$ cat src/rtl/uart_pkg.sv
// Shared UART definitions: default bit period and receiver state encoding.
// Used by both the transmitter and the receiver.
package uart_pkg;

    localparam int unsigned DEF_BIT_CYC = 2605;

    typedef enum logic [2:0] {
        IDLE,
        START,
        DATA,
        STOP,
        BREAK
    } uart_rx_state_t;

endpackage

$ cat src/rtl/rx_sync.sv
// Two-flop synchronizer for the serial line plus a falling-edge detector.
// All flops reset to the idle (high) line level.
module rx_sync (
    input  logic clk,
    input  logic rst_n,
    input  logic rx,
    output logic rx_s,
    output logic fall
);

    logic meta;
    logic prev;

    always_ff @(posedge clk) begin
        if (!rst_n) begin
            meta <= 1'b1;
            rx_s <= 1'b1;
            prev <= 1'b1;
        end else begin
            meta <= rx;
            rx_s <= meta;
            prev <= rx_s;
        end
    end

    assign fall = prev & ~rx_s;

endmodule

$ cat src/rtl/uart_rx.sv
// 8N1 UART receiver: mid-bit sampling, ready/ack handshake,
// framing and overrun flags.
module uart_rx
    import uart_pkg::*;
#(
    parameter int unsigned BIT_CYC = DEF_BIT_CYC
) (
    input  logic       clk,
    input  logic       rst_n,
    input  logic       RX,
    input  logic       clr_rdy,
    output logic [7:0] rx_data,
    output logic       rdy,
    output logic       frm_err,
    output logic       ovr
);

    localparam logic [11:0] HALF   = 12'(BIT_CYC / 2);
    localparam logic [11:0] RELOAD = 12'(BIT_CYC - 1);

    uart_rx_state_t state;
    logic [11:0]    baud_cnt;
    logic [3:0]     bit_cnt;
    logic [7:0]     shreg;
    logic           rx_s;
    logic           fall;
    logic           tick;

    rx_sync u_sync (
        .clk  (clk),
        .rst_n(rst_n),
        .rx   (RX),
        .rx_s (rx_s),
        .fall (fall)
    );

    assign tick = (baud_cnt == 12'd0);

    always_ff @(posedge clk) begin
        if (!rst_n) begin
            state    <= IDLE;
            baud_cnt <= '0;
            bit_cnt  <= '0;
            shreg    <= '0;
            rx_data  <= '0;
            rdy      <= 1'b0;
            frm_err  <= 1'b0;
            ovr      <= 1'b0;
        end else begin
            if (clr_rdy) begin
                rdy <= 1'b0;
                ovr <= 1'b0;
            end
            unique case (state)
                IDLE: begin
                    if (fall) begin
                        baud_cnt <= HALF;
                        state    <= START;
                    end
                end
                START: begin
                    if (tick) begin
                        baud_cnt <= RELOAD;
                        if (rx_s) begin
                            state <= IDLE;
                        end else begin
                            bit_cnt <= '0;
                            state   <= DATA;
                        end
                    end else begin
                        baud_cnt <= baud_cnt - 12'd1;
                    end
                end
                DATA: begin
                    if (tick) begin
                        baud_cnt <= RELOAD;
                        shreg    <= {rx_s, shreg[7:1]};
                        bit_cnt  <= bit_cnt + 4'd1;
                        if (bit_cnt == 4'd7) begin
                            state <= STOP;
                        end
                    end else begin
                        baud_cnt <= baud_cnt - 12'd1;
                    end
                end
                STOP: begin
                    if (tick) begin
                        baud_cnt <= RELOAD;
                        if (rx_s) begin
                            // a completing frame overrides a same-cycle ack
                            rx_data <= shreg;
                            rdy     <= 1'b1;
                            ovr     <= clr_rdy ? ovr : (ovr | rdy);
                            frm_err <= 1'b0;
                            state   <= IDLE;
                        end else begin
                            frm_err <= 1'b1;
                            state   <= BREAK;
                        end
                    end else begin
                        baud_cnt <= baud_cnt - 12'd1;
                    end
                end
                BREAK: begin
                    if (rx_s) begin
                        state <= IDLE;
                    end
                end
                default: state <= IDLE;
            endcase
        end
    end

endmodule

$ cat config.mk
export PLATFORM = sky130hd
export DESIGN_NAME = uart_rx
export DESIGN_NICKNAME = d
export VERILOG_FILES = /design/src/rtl/uart_pkg.sv /design/src/rtl/rx_sync.sv /design/src/rtl/uart_rx.sv
export SDC_FILE = /design/constraint.sdc
export NUM_CORES = 1
export LEC_CHECK = 0
export CAP_MARGIN = 10
export CORE_ASPECT_RATIO = 1.75
export CORE_MARGIN = 1
export CORE_UTILIZATION = 40
export DETAILED_ROUTE_END_ITERATION = 12
export GPL_TIMING_DRIVEN = 0
export HOLD_SLACK_MARGIN = 0.15
export PLACE_DENSITY = 0.56
export SLEW_MARGIN = 20
export SYNTH_ARGS = -nofsm -noshare
export SYNTH_HDL_FRONTEND = slang
export SYNTH_SLANG_ARGS = --single-unit
export TNS_END_PERCENT = 1
$ cat constraint.sdc
create_clock -name clk -period 2.2 [get_ports clk]
set_input_delay 0.22 -clock clk [delete_from_list [all_inputs] [get_ports clk]]
set_output_delay 0.22 -clock clk [all_outputs]
set_load 0.02 [all_outputs]
; Word-level counts from Yosys, hierarchy flattened
; Index checks and enable logic that the tools add are counted.
[word_totals]
word_cells = 66
mem_count = 0
output_inout_bits = 11
mem_bits_ro = 0
latchBits = 0
reg_bits = 41
ramBits = 0
[classes]
add_sub_neg = 2
n_shift = 0
n_mux = 26
div = 0
n_reduce_logical = 11
bitwise = 3
order_cmp = 0
n_eq_ne = 13
mul = 0
[ops]
columns = op, count
row1 = 12-bit 2-to-1 mux, 2
row2 = 12-bit one-hot mux with 2 select lines, 1
row3 = 3-bit 2-to-1 mux, 7
row4 = 3-bit one-hot mux with 5 select lines, 1
row5 = 12-bit zero test, 1
row6 = 4-bit 2-to-1 mux, 3
row7 = 2-bit inequality test (second input constant), 6
row8 = 12-bit by 1-bit subtractor with 12-bit output (second input constant), 1
row9 = 1-bit 2-to-1 mux, 10
row10 = 4-bit one-hot mux with 2 select lines, 1
row11 = 3-bit by 2-bit equality test with 1-bit output (second input constant), 2
row12 = 2-bit AND reduction, 3
row13 = 6-bit AND reduction, 1
row14 = 4-bit by 1-bit adder with 4-bit output (second input constant), 1
row15 = 4-bit by 3-bit equality test with 1-bit output (second input constant), 1
row16 = 4-bit inequality test (second input constant), 1
row17 = 4-bit AND reduction, 1
row18 = 2-bit nonzero test, 2
row19 = 3-bit by 1-bit equality test with 1-bit output (second input constant), 1
row20 = 3-bit equality test (second input constant), 1
row21 = 3-bit zero test, 1
row22 = 3-bit AND reduction, 1
row23 = 3-bit OR reduction, 1
row24 = 2-bit 2-to-1 mux, 1
row25 = other kinds (4), 4

; Longest topological paths before layout
[depth]
ltp_word = 5
depth_mapped = 7
depth_no_buf = 6

; Modules after synthesis
; A second synthesis with hierarchy kept.
[unflattened]
cells_unflattened = 223
hier_area_um2 = 1953.1
[by_module_without_submodules]
columns = module, cells_per_inst, seq_area_each_um2, n_inst, area_each_um2
row1 = uart_rx, 216, 760.7, 1, 1868.0
row2 = rx_sync, 7, 60.1, 1, 85.1

; Least setup slack after synthesis
; Ideal clock, no wire load.
[synth_timing]
path_type = register to register
start = register baud_cnt[0]
end = register bit_cnt[3]
path_buffers = 0
stages_incl_launch_ff = 7
arrival_ps = 1655
slack_ps = 461
period_less_slack_ps = 1739
cell_sequence = dfxtp_1 > inv_1 > ha_1 > nor3b_2 > nand4_4 > or4_1 > o221ai_1
[synth_between]
elab_chain_len = 3
[synth_lines]
columns = item, line
row1 = from (decl), uart_rx.sv:22  ; logic [11:0] baud_cnt;
row2 = from (signal assigned), uart_rx.sv:71  ; baud_cnt <= baud_cnt - 12'd1;
row3 = from (signal assigned), uart_rx.sv:83  ; baud_cnt <= baud_cnt - 12'd1;
row4 = from (signal assigned), uart_rx.sv:101  ; baud_cnt <= baud_cnt - 12'd1;
row5 = 12-bit zero test (*), uart_rx.sv:37  ; assign tick = (baud_cnt == 12'd0);
row6 = 2-bit inequality test (no source line), n/a
row7 = 4-bit AND reduction (no source line) (*), n/a
row8 = to (signal assigned), uart_rx.sv:78  ; bit_cnt <= bit_cnt + 4'd1;
row9 = to (decl), uart_rx.sv:23  ; logic [3:0] bit_cnt;
; Mark *: on every way between the ends. The rest lies on a longest branch, timed or not.
; A chain may end at the register's enable or synchronous reset.

; Worst setup path after layout
; Ends and elaborated chain as after synthesis.

==> metrics.md <==
| Metric | Value |
|---|---|
| Power consumption | `2.602 mW` |
| Number of synthesized flops with an enable pin | `0` |
| DRT Pass-1 Iters | `4` |
| DIE AREA | `5119 um2` |
| Final critical-path required period | `2022 ps` |
| CP Max Fanout | `10` |
| DRC | `0` |
| Rows | `33` |
| Cell area after synthesis | `1931 um2` |
| Ant diodes | `0` |
| Clock Latency Late Sink | `300 ps` |
| CP max-delay cell | `or4_1` |
| Initial antenna violation count | `0` |
| Post-DRT Antenna Nets | `0` |
| Initial drt markers | `40` |
| Worst Setup Start Kind | `register` |
| Fmax | `494.6 MHz` |
| Clock Sinks | `41` |
| Unrepaired setup endpoints after global routing | `false` |
| # fillers | `471` |
| Top delay family on crit path | `simple AND/OR/NAND/NOR gates` |
| Worst-Margin Slew | `694.3 ps` |
| Number of CTS-inserted buffers | `5` |
| DPL Wire Length | `3421 um` |
| Slew Viols, Final | `0` |
| Mean post-synth cell area | `8.736 um2` |
| Critical path required time | `2420 ps` |
| CP arrival | `2240 ps` |
| Global-route wire length before repair | `7845 um` |
| H-Tree Depth | `2` |
| FF+latch count, synth | `41` |
| Reg-to-reg slack, setup | `180 ps` |
| Worst reg-to-reg path cell count | `6` |
| P per Cell Area | `1161 nW/um2` |
| Die Ht | `93.91 um` |
| Routability congestion estimate | `0.7355` |
| DR vias | `1682` |
| Top_reg_cell synth | `dfxtp_1` |
| Post-Syn Instances | `221` |
| Port Buffer Count | `13` |
| Syn. warnings | `0` |
| HP Start | `rst_n` |
| Hold endpoint | `u_sync.meta` |
| Max-Slew Margin vs Limit | `53.62%` |
| Final Hold Viols | `0` |
| Critical Path End Type | `register` |
| WP buf/inv | `1` |
| P&R area growth vs syn | `16.07%` |
| Worst R2R Start | `baud_cnt[0]` |
| NumNets Final | `248` |
| Final Cycle Share | `91.91%` |
| Core area | `4666 um2` |
| Pre-CTS WS | `181.1 ps` |
| Register area share after synthesis | `42.51%` |
| Capture point of the worst reg-to-reg path | `bit_cnt[3]` |
| Layout cell share with drive strength beyond 1 | `8.678%` |
| Outcome | `finished, final reports clean` |
| CP max stage delay | `520 ps` |
| Clk root buf | `clkbuf_8` |
| CTS tree | `done` |
| Maximum vdd ir drop | `0.7222 mV` |
| Hold Path Class | `input pin to register` |
| Cell variety after synth | `51` |
| Clock Skews | `5.866 ps` |
| Critical path class | `register to register` |
| Initial Util | `41.38%` |
| Final Core Density | `48.03%` |
| # hold bufs at CTS | `0` |
| Maximum clock path buffer count | `2` |
| Final setup TNS | `0 ps` |
| Share of async-settable or async-resettable flops after synthesis | `0%` |
| WHS Path Cells | `2` |
| Drt total wl | `4664 um` |
| Post CTS Setup Buffer Count | `0` |
| Gr usage total | `21.45%` |
| Reg clk slew, reported paths | `90 ps` |
| Post-Syn Nets | `228` |
| Final setup fails | `0` |
| Die width | `54.52 um` |
| Crit path cell chain | `inv_1 -> ha_1 -> nor3b_2 -> nand4_4 -> or4_1 -> o221ai_1` |
| WL/cell | `15.86 um` |
| # resized after CTS | `0` |
| Max-cap violations | `0` |
| Leak | `0.8183 nW` |
| Final Worst Setup Slack | `178.0 ps` |
| Top Ports | `15` |
| Largest net degree at the start of global routing | `15` |
| Vias per Instance | `5.721` |
| Remaining global-route overflow | `0` |
| Vias in the first global route | `1679` |
-- registers in the layout, summed over array words and instances, names as in the netlist --
signal and count:
u_sync.rx_s 1, baud_cnt 12, shreg 8, rx_data 8, bit_cnt 4, frm_err 1, ovr 1, state 3
u_sync.prev 1, u_sync.meta 1, rdy 1
-- cells by family (layout without fill, tap and decap cells) --
| logic type | count (synthesis) | count (layout) | synth area share [%] |
|---|---|---|---|
| simple gates | 93 | 93 | 27.35 |
| mux | 9 | 9 | 4.666 |
| fa+ha+maj | 3 | 3 | 1.944 |
| compound gates | 56 | 56 | 19.44 |
| buf+inv | 19 | 40 | 4.083 |
| flops | 41 | 41 | 42.51 |
-- cells in the final DEF, fill, tap and decap left out, drive strengths merged, types with 5 or more instances in the layout --
cell           netlist  routed
clkbuf              10      15
nand2               27      27
nand3                9       9
nand2b               5       5
o21ai                7       7
dfxtp               41      41
nor2                20      20
buf                  5       5
a31oi                7       7
clkdlybuf4s50        0      13
a21oi               20      20
mux2i                9       9
-- layout make-up --
cell class | count | area, um2 | area share [%]
Multi-Input combinational cell | 161 | 1031 | 46.01
Clock buffer | 5 | 68.82 | 3.071
Tap cell | 52 | 65.06 | 2.903
Buffer | 15 | 63.81 | 2.848
Clock inverter | 3 | 46.29 | 2.066
Inverter | 4 | 15.01 | 0.6700
Timing Repair Buffer | 13 | 130.1 | 5.807
Sequential cell | 41 | 820.8 | 36.63
-- synthesized netlist by cell type (2+ instances only) --
master | instances | area, um2
o31ai_1 | 2 | 15.01
nor3_1 | 2 | 10.01
o21ai_0 | 6 | 30.03
nor4_1 | 2 | 12.51
nand3_1 | 9 | 45.04
nor2b_1 | 3 | 18.77
a31oi_1 | 7 | 43.79
or3_1 | 4 | 25.02
nor4_4 | 2 | 42.54
a21oi_1 | 20 | 100.1
nand2_1 | 27 | 101.4
inv_1 | 4 | 15.01
o211ai_1 | 2 | 15.01
buf_2 | 3 | 15.01
nand3b_1 | 3 | 22.52
nor3b_2 | 2 | 25.02
a211oi_1 | 2 | 15.01
mux2i_1 | 9 | 90.09
nand2b_1 | 5 | 31.28
nand4_1 | 2 | 12.51
ha_1 | 3 | 37.54
clkbuf_1 | 10 | 37.54
dfxtp_1 | 41 | 820.8
and3_1 | 2 | 12.51
o21bai_1 | 2 | 15.01
and2_1 | 2 | 12.51
nor2_1 | 20 | 75.07
o221a_1 | 2 | 22.52
-- per-layer routing --
layer,share of wire (%),wire [um],track usage [%],vias to the layer above
met5,0,0,0,-
met4,1.6,76,7.692,0
met3,2.1,96,3.883,7
met2,57,2681,40.45,22
met1,39,1810,21.71,811
li1,-,-,-,842
-- metrics by stage --
step           instances  hold WS [ps]  cell area, um2
2_1_floorplan        221         321.5            1931
3_3_place_gp         286         394.0            2126
3_5_place_dp         286         421.9            2126
4_1_cts              294         236.0            2241
5_1_grt              294         252.6            2241
6_report             294         229.6            2241
-- how the worst max path moves through the flow --
stage	start	to	depth (start not counted)
6_report	baud_cnt[0]	bit_cnt[3]	6
5_1_grt	baud_cnt[0]	bit_cnt[3]	6
4_1_cts	baud_cnt[0]	bit_cnt[3]	6
3_5_place_dp	baud_cnt[0]	bit_cnt[3]	6
3_3_place_gp	baud_cnt[0]	bit_cnt[3]	6
2_1_floorplan	baud_cnt[0]	bit_cnt[3]	6
-- power breakdown --
group          switching, mW  internal (mW)
combinational          0.651          0.383
sequential             0.114          0.830
clock                  0.285          0.340
Power figures use the tool's default switching activity.
